--- src/rtl/adder_tree_pkg.sv ---
`default_nettype none
// ============================================================================
// Module      : adder_tree_pkg
// Description : Shared constants and state encoding for the packet
//               accumulator (adder_tree_acc_8bit).
//               MAX_OPS - maximum operands per packet
//               ACC_W   - accumulator / sum width
//               CNT_W   - operand counter width
//               state_t - IDLE / ACC / HOLD
// Revision    : 1.0 - initial release
// ============================================================================
package adder_tree_pkg;

    localparam int MAX_OPS = 16;
    localparam int ACC_W   = 12;
    localparam int CNT_W   = 5;

    typedef enum logic [1:0] {
        IDLE = 2'd0,
        ACC  = 2'd1,
        HOLD = 2'd2
    } state_t;

endpackage : adder_tree_pkg
`default_nettype wire

--- src/rtl/cla_8bit.sv ---
`default_nettype none
// ============================================================================
// Module      : cla_8bit
// Description : 8-bit carry-lookahead adder built from two 4-bit lookahead
//               groups; the second group's carry-in is the first group's
//               lookahead carry-out.
// Ports       : i_a, i_b  - 8-bit operands
//               i_cin     - carry in
//               o_sum     - 8-bit sum
//               o_cout    - carry out
// Revision    : 1.0 - initial release
// ============================================================================
module cla_8bit (
    input  logic [7:0] i_a,
    input  logic [7:0] i_b,
    input  logic       i_cin,
    output logic [7:0] o_sum,
    output logic       o_cout
);

    logic [7:0] w_p;
    logic [7:0] w_g;
    logic [8:0] w_c;

    assign w_p    = i_a ^ i_b;
    assign w_g    = i_a & i_b;
    assign w_c[0] = i_cin;

    // Each group expands its carries directly from the group carry-in.
    generate
        for (genvar gi = 0; gi < 2; gi++) begin : g_grp
            localparam int c_base = gi * 4;
            assign w_c[c_base+1] = w_g[c_base]
                                 | (w_p[c_base] & w_c[c_base]);
            assign w_c[c_base+2] = w_g[c_base+1]
                                 | (w_p[c_base+1] & w_g[c_base])
                                 | (w_p[c_base+1] & w_p[c_base] & w_c[c_base]);
            assign w_c[c_base+3] = w_g[c_base+2]
                                 | (w_p[c_base+2] & w_g[c_base+1])
                                 | (w_p[c_base+2] & w_p[c_base+1] & w_g[c_base])
                                 | (w_p[c_base+2] & w_p[c_base+1] & w_p[c_base] & w_c[c_base]);
            assign w_c[c_base+4] = w_g[c_base+3]
                                 | (w_p[c_base+3] & w_g[c_base+2])
                                 | (w_p[c_base+3] & w_p[c_base+2] & w_g[c_base+1])
                                 | (w_p[c_base+3] & w_p[c_base+2] & w_p[c_base+1] & w_g[c_base])
                                 | (w_p[c_base+3] & w_p[c_base+2] & w_p[c_base+1] & w_p[c_base] & w_c[c_base]);
        end
    endgenerate

    assign o_sum  = w_p ^ w_c[7:0];
    assign o_cout = w_c[8];

endmodule : cla_8bit
`default_nettype wire

--- src/rtl/adder_tree_acc_8bit.sv ---
`default_nettype none
// ============================================================================
// Module      : adder_tree_acc_8bit
// Description : Packet accumulator. Sums a packet of unsigned 8-bit operands
//               (closed by in_last or by reaching MAX_OPS operands) and
//               presents the sum/count until the consumer takes it.
// Ports       : clk, rst              - clock, synchronous active-high reset
//               in_valid/in_ready     - operand handshake
//               in_data, in_last      - operand and end-of-packet marker
//               out_valid/out_ready   - result handshake
//               out_sum, out_count    - packet sum and operand count
//               out_trunc             - packet closed by operand limit
// Revision    : 1.0 - initial release
// ============================================================================
module adder_tree_acc_8bit
    import adder_tree_pkg::*;
#(
    parameter int MAX_OPS = adder_tree_pkg::MAX_OPS
) (
    input  logic             clk,
    input  logic             rst,
    input  logic             in_valid,
    output logic             in_ready,
    input  logic [7:0]       in_data,
    input  logic             in_last,
    output logic             out_valid,
    input  logic             out_ready,
    output logic [ACC_W-1:0] out_sum,
    output logic [CNT_W-1:0] out_count,
    output logic             out_trunc
);

    state_t           r_state;
    state_t           w_state_nxt;
    logic [ACC_W-1:0] r_acc;
    logic [ACC_W-1:0] w_acc_nxt;
    logic [CNT_W-1:0] r_count;
    logic [CNT_W-1:0] w_count_nxt;
    logic             r_trunc;
    logic             w_trunc_nxt;

    logic [7:0]       w_lo_sum;
    logic             w_lo_cout;
    logic             w_accept;
    logic [CNT_W-1:0] w_count_inc;
    logic             w_limit;

    cla_8bit u_cla (
        .i_a    (r_acc[7:0]),
        .i_b    (in_data),
        .i_cin  (1'b0),
        .o_sum  (w_lo_sum),
        .o_cout (w_lo_cout)
    );

    assign in_ready    = (r_state != HOLD);
    assign w_accept    = in_valid & in_ready;
    assign w_count_inc = r_count + CNT_W'(1);
    assign w_limit     = (w_count_inc == CNT_W'(MAX_OPS));

    always_comb begin
        w_state_nxt = r_state;
        w_acc_nxt   = r_acc;
        w_count_nxt = r_count;
        w_trunc_nxt = r_trunc;
        case (r_state)
            IDLE, ACC: begin
                if (w_accept) begin
                    // Low byte through the CLA; its carry bumps the upper bits.
                    w_acc_nxt   = {r_acc[ACC_W-1:8] + (ACC_W-8)'(w_lo_cout), w_lo_sum};
                    w_count_nxt = w_count_inc;
                    if (in_last || w_limit) begin
                        w_state_nxt = HOLD;
                        // in_last wins: a marked final operand is never a truncation.
                        w_trunc_nxt = w_limit & ~in_last;
                    end else begin
                        w_state_nxt = ACC;
                    end
                end
            end
            HOLD: begin
                if (out_ready) begin
                    w_state_nxt = IDLE;
                    w_acc_nxt   = '0;
                    w_count_nxt = '0;
                    w_trunc_nxt = 1'b0;
                end
            end
            default: begin
                w_state_nxt = IDLE;
                w_acc_nxt   = '0;
                w_count_nxt = '0;
                w_trunc_nxt = 1'b0;
            end
        endcase
    end

    always_ff @(posedge clk) begin
        if (rst) begin
            r_state <= IDLE;
            r_acc   <= '0;
            r_count <= '0;
            r_trunc <= 1'b0;
        end else begin
            r_state <= w_state_nxt;
            r_acc   <= w_acc_nxt;
            r_count <= w_count_nxt;
            r_trunc <= w_trunc_nxt;
        end
    end

    // Result fields are forced to zero whenever no result is presented.
    assign out_valid = (r_state == HOLD);
    assign out_sum   = out_valid ? r_acc   : '0;
    assign out_count = out_valid ? r_count : '0;
    assign out_trunc = out_valid & r_trunc;

endmodule : adder_tree_acc_8bit
`default_nettype wire

--- config.mk ---
export PLATFORM = sky130hd
export DESIGN_NAME = adder_tree_acc_8bit
export DESIGN_NICKNAME = d
export VERILOG_FILES = /design/src/rtl/adder_tree_pkg.sv /design/src/rtl/cla_8bit.sv /design/src/rtl/adder_tree_acc_8bit.sv
export SDC_FILE = /design/constraint.sdc
export NUM_CORES = 1
export LEC_CHECK = 0
export CAP_MARGIN = 0
export CORE_MARGIN = 4
export CORE_UTILIZATION = 44
export DETAILED_ROUTE_END_ITERATION = 10
export PLACE_DENSITY = 0.78
export SYNTH_ARGS = -nofsm -noshare
export SYNTH_HDL_FRONTEND = slang
export SYNTH_HIERARCHICAL = 1
export SYNTH_SLANG_ARGS = --single-unit
--- constraint.sdc ---
create_clock -name clk -period 5.2 [get_ports clk]
set_clock_uncertainty 0.05 [all_clocks]
set_input_delay 0.52 -clock clk [delete_from_list [all_inputs] [get_ports clk]]
set_output_delay 0.52 -clock clk [all_outputs]
set_load 0.05 [all_outputs]
==> results of run 1 <==
==> cell families after synthesis <==
logic type,count (synthesis)
xor+xnor,8
other cells,1
compound gates,39
fa+ha+maj,13
buf+inv,14
flops,20
simple gates,72
==> path summary, 6_finish.rpt <==
check,cells after the start,slack (ns),endpoint,start
hold / removal,2,0.43,r_acc[8],r_acc[8]
setup / recovery,4,2.14,out_sum[11],r_state[1]
setup reg to reg,10,2.88,r_acc[10],r_acc[3]
hold reg to reg,2,0.43,r_acc[8],r_acc[8]
==> worst min-delay path, stage by stage (launching register included) <==
cell,delay (ns)
dfxtp_1,0.34
nand2_1,0.06
a21oi_1,0.05
==> through the flow <==
step           power, W  hold WS [ns]  util, %
2_1_floorplan  0.000259         0.395        -
3_3_place_gp   0.000285         0.407     56.8
3_5_place_dp   0.000288         0.420     56.8
4_1_cts        0.000382         0.435     58.0
5_1_grt        0.000404         0.453     58.0
6_report       0.000377         0.429     58.0
==> power breakdown <==
part,internal (W),switching [W]
registers,0.000164,0.0000120
clock network,0.0000427,0.0000486
logic,0.0000495,0.0000606
total,0.000256,0.000121
==> cells in the final DEF (no fill, tap or decap), drive strengths merged <==
cell and instances:
clkdlybuf4s50 32, a21oi 21, dfxtp 20, and2 19, nand2 18, nand3b 13, ha 11, nor2 8
inv 6, nand3 5, xnor2 5, clkbuf 4, o21ai 4, nand2b 3, o21bai 3, xor2 3
or4b 3, nor3 2, a31oi 2, conb 2, fa 2, a211o 1, a21o 1, and4b 1
o21a 1, a21boi 1, o221a 1, a211oi 1, o211ai 1, o2111ai 1, o31ai 1
==> sequential cells by signal, indices dropped and copies added, names as in the netlist <==
register  cells
r_acc        12
r_count       5
r_state       2
r_trunc       1
==> layout make-up <==
cell class	instances	area (sq um)	area share, %
timing repair buffer	32	320	18.2
inverter	6	22.5	1.28
clock buffer	4	36.3	2.07
sequential	20	400	22.8
multi-input combinational	134	921	52.5
tap	44	55.1	3.14
==> routing by layer <==
| layer | global-route usage (%) | share of wire (%) | wire length [um] | vias to the layer above |
|---|---|---|---|---|
| li1 | - | - | - | 636 |
| met2 | 28.6 | 49 | 1520 | 24 |
| met3 | 4.22 | 3.9 | 120 | 4 |
| met1 | 18.2 | 46 | 1410 | 580 |
| met5 | 0 | 0 | 0 | - |
| met4 | 4.85 | 1.0 | 31 | 0 |
==> run_results.csv, run 1 <==
group,metric,value,unit
synth,synth_top_cell_by_area,"dfxtp_1",
cts,cts_tree,"done",
grt,antenna_found_initial,0,
route,vias_per_cell,5.18,
setup_path,slowest_delay,0.80,ns
die,core_area,0.00303,sq mm
timing,max_slew_margin,46.9,%
setup_path,worst-path-buf-inv,2,
setup_path,worstPathArrival,2.49,ns
die,die_w,64.0,um
finish,syn2layout_area_growth,27.2,%
timing,finalHoldViolCount,0,
setup_path,cp.required,4.63,ns
synth,synth_xor_area_share,5.08,%
run_status,outcome,"finished, final reports clean",
finish,nets,223,
setup_path,setup.worst_path.start_class,"register",
synth,yosys.area_share.simple,29.8,%
power,power.density,215,mW/mm^2
route,vias,1244,
synth,synth_area_leaders,"dfxtp_1, ha_1, and2_1",
synth,synth-compound-area-share,18.4,%
worst_hold_path,min-delay-path-class,"reg2reg",
finish,nFillCells,296,
timing,setup_ws,2.14,ns
synth,synth_cells,167,
finish,drive_above_1_share,5.10,%
power,cellLeakagePower,0.673,nW
timing,fmax,0.326,GHz
synth,synth_top_area_share,29.0,%
route,wl_per_cell,12.8,um
cts,cts_sinks,20,
synth,yosys.area_share.adder,12.9,%
synth,async_flop_share,0,%
setup_path,worst_path_max_delay_cell,"clkdlybuf4s50_1",
placed_design,pre_cts_ws,2.32,ns
finish,final_cells,240,
route,drtIter0Drc,60,
setup_path,path_max_fanout,21,
placed_design,dp_hpwl,2170,um
finish,antenna_cells,0,
grt,grt_pass1_vias,1255,
cts,htreeDepth,1,
placed_design,gp_congestion,0.779,
timing,fin_crit,3.06,ns
route,drt_pass1_iterations,4,
synth,synth_seq_area_share,29.0,%
synth,synth_commonest_cells,"a21oi_1, dfxtp_1, and2_1, nand2_1, nand3b_1",
die,pin_count,33,
grt,grt_use_total,15.9,%
power,ir_drop,0.134,mV
timing,maxSlewViolCount,0,
synth,synth_top_family_by_area,"simple AND/OR/NAND/NOR gates",
synth,ys_types,36,
synth,syn-cell-area,0.00138,sq mm
placed_design,io_buffers,32,
cts,post_cts_buffers,0,
cts,cts_buffer_depth,2,
synth,ys_ff_latch,20,
setup_path,worstSetupEndpointType,"primary output",
route,drc,0,
cts,postCtsHoldBufs,0,
cts,cts_root_buf,"clkbuf_4",
timing,finalCritPeriodShare,58.9,%
cts,cts_buffers,3,
route,routed_wl,3070,um
timing,setup-tns-final,0,ns
cts,clock_latency,0.30,ns
die,start_util,45.6,%
placed_design,place_area,0.00172,sq mm
placed_design,numPlacedInstances,236,
grt,grt_pass1_wl,5360,um
run,cap_violations,0,
setup_path,path_class,"reg2out",
synth,avgSynthCellArea,8.26,sq um
cts,clk_pin_slew,0.12,ns
die,rows,20,
route,ant_nets,0,
synth,post_synth_mux_area_share,0,%
synth,ys_warn_count,6,
synth,synth_edf_count,0,
setup_path,critical_path.cell_chain,"nand2b_1 > inv_2 > and2_1 > clkdlybuf4s50_1",
timing,rsz0062_at_grt,"false",
finish,final_area,0.00176,sq mm
die,die_area,0.00410,sq mm
setup_path,path_delay_family,"buffers and inverters",
die,die_h,64.0,um
timing,worst_pin_slew,0.794,ns
timing,setup_violations,0,
grt,overflow,0,
cts,ctsResizeCount,0,
synth,synthFlopType,"dfxtp_1",
grt,grt_max_degree,22,
No activity file was read; power rests on OpenSTA's default activity.
==> run 2: changes to the inputs <==
clock period = 3 ns   (was 5.2 ns; I/O delays follow)
==> run 2 against run 1 <==
- register-to-register slack lost 2.2 ns
- power increased by 67%
- via count rose by 3.8%
- global-route usage is essentially flat
- clock power up 40%
- critical path depth unchanged
- utilization about the same
- die area unchanged
- final cell count up 0.42%
- hold slack better by 0.0014 ns
- highest routed layer unchanged
==> run_results.csv, run 2 (synthesis results as in run 1) <==
group,metric,value,unit
finish,fin_util,58.0,%
grt,grt_pass1_vias,1233,
run_status,outcome,"finished, final reports clean",
die,start_util,45.6,%
route,vias_per_cell,5.36,
route,drt_pass1_iterations,4,
power,cellLeakagePower,0.676,nW
grt,overflow,0,
route,drc,0,
finish,syn2layout_area_growth,27.3,%
route,drtIter0Drc,80,
timing,rsz0062_at_grt,"false",
placed_design,dp_hpwl,2220,um
finish,antenna_cells,0,
finish,nets,225,
timing,finalHoldViolCount,0,
timing,maxSlewViolCount,0,
power,power_switching,0.000209,W
setup_path,path_max_fanout,19,
die,die_area,0.00410,sq mm
power,power.density,358,mW/mm^2
die,die_w,64.0,um
grt,grt_max_degree,22,
timing,fin_crit,2.39,ns
power,pwr-share-seq,47.9,%
setup_path,slowest_delay,0.80,ns
timing,setup_violations,0,
cts,cts_buffer_depth,2,
placed_design,gp_congestion,0.782,
cts,clock_latency,0.30,ns
die,pin_count,33,
finish,reg_top3,"r_acc x12, r_count x5, r_state x2",
setup_path,setup.worst_path.start_class,"register",
setup_path,cp.required,2.65,ns
finish,drive_above_1_share,5.58,%
setup_path,path_class,"reg2out",
die,die_h,64.0,um
grt,antenna_found_initial,0,
route,ant_nets,0,
timing,fmax,0.418,GHz
finish,final_cells,241,
worst_hold_path,min-delay-path-class,"reg2reg",
timing,setup-tns-final,0,ns
setup_path,worst_path_max_delay_cell,"clkdlybuf4s50_1",
power,p_int,0.000419,W
power,clockPowerShare,20.4,%
cts,clk_pin_slew,0.11,ns
timing,worst_pin_slew,0.770,ns
die,rows,20,
finish,mostFrequentLayoutCell,"clkdlybuf4s50_1",
cts,ctsResizeCount,0,
route,routed_wl,3120,um
cts,cts_sinks,20,
timing,finalCritPeriodShare,79.7,%
finish,largest_register_ffs,12,
cts,cts_root_buf,"clkbuf_4",
finish,regMostFlops,"r_acc",
cts,htreeDepth,1,
cts,postCtsHoldBufs,0,
cts,post_cts_buffers,0,
timing,max_slew_margin,48.5,%
grt,grt_use_total,16.0,%
run,cap_violations,0,
cts,cts_buffers,3,
placed_design,numPlacedInstances,238,
power,p_sw_share,33.3,%
setup_path,worstPathArrival,2.04,ns
grt,grt_pass1_wl,5400,um
power,power,0.000629,W
die,core_area,0.00303,sq mm
route,wl_per_cell,12.9,um
power,ir_drop,0.141,mV
finish,final_cell_mix,"clkdlybuf4s50_1, a21oi_1, dfxtp_1",
setup_path,critical_path.cell_chain,"nand2b_1 > inv_2 > and2_1 > clkdlybuf4s50_1",
power,comb_power_share,31.7,%
setup_path,worstSetupEndpointType,"primary output",
route,vias,1291,
cts,cts_tree,"done",
placed_design,io_buffers,32,
## run 2: worst paths after layout
check	startpoint	to	slack, ns	cells after the start
worst max-delay path	r_state[0]	out_sum[11]	0.61	4
worst max register to register	r_acc[3]	r_acc[10]	0.73	10
worst min-delay path	r_acc[2]	r_acc[2]	0.43	2
worst min register to register	r_acc[2]	r_acc[2]	0.43	2
## run 2: metrics by stage
stage	hold WS (ns)	setup slack, ns	instance area, sq um
CTS	0.437	0.593	1760
detailed placement	0.419	0.362	1730
floorplan	0.395	0.726	1380
global route	0.452	0.502	1760
global placement	0.407	0.433	1730
finish	0.431	0.609	1760
## run 2: final cells by class
type                            instances  area [sq um]
Sequential cell                        20           400
Multi-Input combinational cell        134           921
Tap cell                               44          55.1
Clock buffer                            3          22.5
Inverter                                6          22.5
Timing Repair Buffer                   34           335
Fill cell                             275          1270
## run 2: power groups by stage
stage / combinational, W / clock (W) / sequential [W]
finish: 0.000199 / 0.000128 / 0.000301
global placement: 0.000189 / 0 / 0.000306
global route: 0.000220 / 0.000144 / 0.000304
floorplan: 0.000146 / 0 / 0.000303
detailed placement: 0.000196 / 0 / 0.000307
CTS: 0.000198 / 0.000132 / 0.000302
## run 2: worst max-delay path: cells and delay by family, from the launching register on
family / cells / cell delay [ns]
and+or+nand+nor: 2 / 0.36
DFF: 1 / 0.35
buffers and inverters: 2 / 1.03
## run 2: metal layers
metal	vias up	global-route usage (%)	routed length [um]
li1	635	-	-
met1	626	20.6	1450
met2	28	27.5	1520
met3	2	3.16	137
met4	0	3.23	13
met5	-	0	0
==> run 3: changes to the inputs <==
clock period = 2.28 ns   (was 3 ns; I/O delays follow)
==> run 3 against run 2 <==
- worst setup slack lost 0.51 ns
- first-iteration DRC count is 10% lower
- final cell count grew 5.4%
- clock-buffer cell count is the same
- die area stayed put
- power grew 65%
- wire length grew 13%
- flip-flop and latch count unchanged
- hold slack lost 0.00076 ns
- final area is 20% higher
- clock power increased by 130%
- utilization increased by 12 points
- critical endpoint is now r_acc[10]
- highest routed layer unchanged
==> run_results.csv, run 3 (synthesis results as in run 1) <==
group,metric,value,unit
cts,cts_root_buf,"clkbuf_4",
setup_path,r2r_slack,0.1,ns
route,drtIter0Drc,72,
power,ir_drop,0.483,mV
die,pin_count,33,
cts,cts_tree,"done",
power,power_switching,0.000315,W
timing,maxSlewViolCount,0,
route,drc,0,
cts,cts_buffer_depth,2,
timing,finalHoldViolCount,0,
finish,regMostFlops,"r_acc",
grt,overflow,0,
die,start_util,45.6,%
grt,grt_use_total,18.3,%
worst_hold_path,min-delay-path-class,"reg2reg",
route,vias_per_cell,5.34,
setup_path,worstPathArrival,2.38,ns
finish,final_cell_mix,"a21oi_1, and2_1, nand2_1, buf_12, dfxtp_1",
setup_path,path_max_fanout,3,
finish,final_area,0.00212,sq mm
route,drt_pass1_iterations,4,
setup_path,worstSetupEndpointType,"register",
die,die_h,64.0,um
timing,fmax,0.459,GHz
run,cap_violations,0,
die,core_area,0.00303,sq mm
timing,finalCritPeriodShare,95.6,%
route,wl_per_cell,13.8,um
cts,postCtsHoldBufs,0,
route,vias,1356,
cts,htreeDepth,1,
timing,setup_violations,0,
run_status,outcome,"finished, final reports clean",
power,comb_power_share,32.3,%
finish,largest_register_ffs,12,
power,p_sw_share,30.3,%
placed_design,gp_congestion,0.793,
power,cellLeakagePower,0.830,nW
power,power,0.00104,W
finish,nets,237,
timing,fin_crit,2.18,ns
cts,clock_latency,0.32,ns
grt,antenna_found_initial,0,
cts,cts_buffers,3,
power,power.density,491,mW/mm^2
power,pwr-share-seq,38.9,%
power,clockPowerShare,28.8,%
grt,grt_max_degree,20,
finish,syn2layout_area_growth,53.3,%
finish,antenna_cells,0,
route,routed_wl,3510,um
placed_design,dp_hpwl,2560,um
power,p_int,0.000723,W
setup_path,cp.required,2.48,ns
grt,grt_pass1_vias,1377,
finish,drive_above_1_share,24.8,%
placed_design,pre_cts_ws,-0.178,ns
placed_design,place_area,0.00199,sq mm
setup_path,path_class,"reg2reg",
setup_path,setup.worst_path.start_class,"register",
die,rows,20,
die,die_area,0.00410,sq mm
cts,cts_sinks,20,
placed_design,io_buffers,32,
finish,fin_util,69.9,%
cts,clk_pin_slew,0.12,ns
die,die_w,64.0,um
route,ant_nets,0,
timing,setup_ws,0.100,ns
finish,mostFrequentLayoutCell,"a21oi_1",
finish,reg_top3,"r_acc x12, r_count x5, r_state x2",
grt,grt_pass1_wl,6030,um
finish,nFillCells,226,
[run 3: changes by cell type in the layout (fill, tap and decap cells not counted), sizes merged]
cell           previous run  this run
buf                       2        33
bufinv                    0         1
clkdlybuf4s50            32        13
[run 3: per-stage QoR]
step / TNS (ns) / cells / hold slack [ns]
CTS: 0 / 252 / 0.436
detailed placement: -0.309 / 248 / 0.421
global route: -0.0267 / 254 / 0.461
global placement: -0.127 / 248 / 0.409
floorplan: 0 / 168 / 0.345
finish: 0 / 254 / 0.430
[run 3: layout make-up]
type                            count  area [sq um]  area share [%]
Clock inverter                      1          30.0            1.42
Clock buffer                        3          22.5            1.06
Inverter                            6          22.5            1.06
Timing Repair Buffer               46           603            28.5
Multi-Input combinational cell    134           976            46.1
Sequential cell                    20           407            19.2
Tap cell                           44          55.1            2.60
[run 3: worst paths after layout]
kind | from | endpoint | cells after the start
worst max-delay path | r_acc[2] | r_acc[10] | 10
worst min-delay path | r_acc[6] | r_acc[6] | 2
worst max register to register | r_acc[2] | r_acc[10] | 10
worst min register to register | r_acc[6] | r_acc[6] | 2
[run 3: what timing repair did]
| action | 4_1_cts | 5_1_grt |
|---|---|---|
| resized for setup | 0 | 12 |
| setup endpoints to repair | 0 | 1 |
| setup buffers | 0 | 2 |
[run 3: power groups by stage]
stage | Clock (W) | Combinational [W] | Sequential, W
6_report | 0.000299 | 0.000335 | 0.000404
5_1_grt | 0.000319 | 0.000367 | 0.000409
4_1_cts | 0.000304 | 0.000307 | 0.000399
3_5_place_dp | 0 | 0.000303 | 0.000408
3_3_place_gp | 0 | 0.000288 | 0.000405
2_1_floorplan | 0 | 0.000192 | 0.000398
[run 3: layer usage]
metal	GRT usage [%]	part of all wire [%]	vias to the layer above
met4	9.16	1.7	0
met2	30.5	51	42
met3	4.75	5.8	7
li1	-	-	668
met1	21.7	41	639
met5	0	0	-
[run 3: worst max-delay path, cell delays in order, from the launching register on]
cell and delay, ns:
dfxtp_1 0.42, ha_4 0.24, nand3_1 0.09, o2111ai_2 0.15, o31ai_2 0.26, o21bai_1 0.11, ha_2 0.18, ha_1 0.18
a21boi_1 0.13, xnor2_1 0.14, nor3_1 0.15
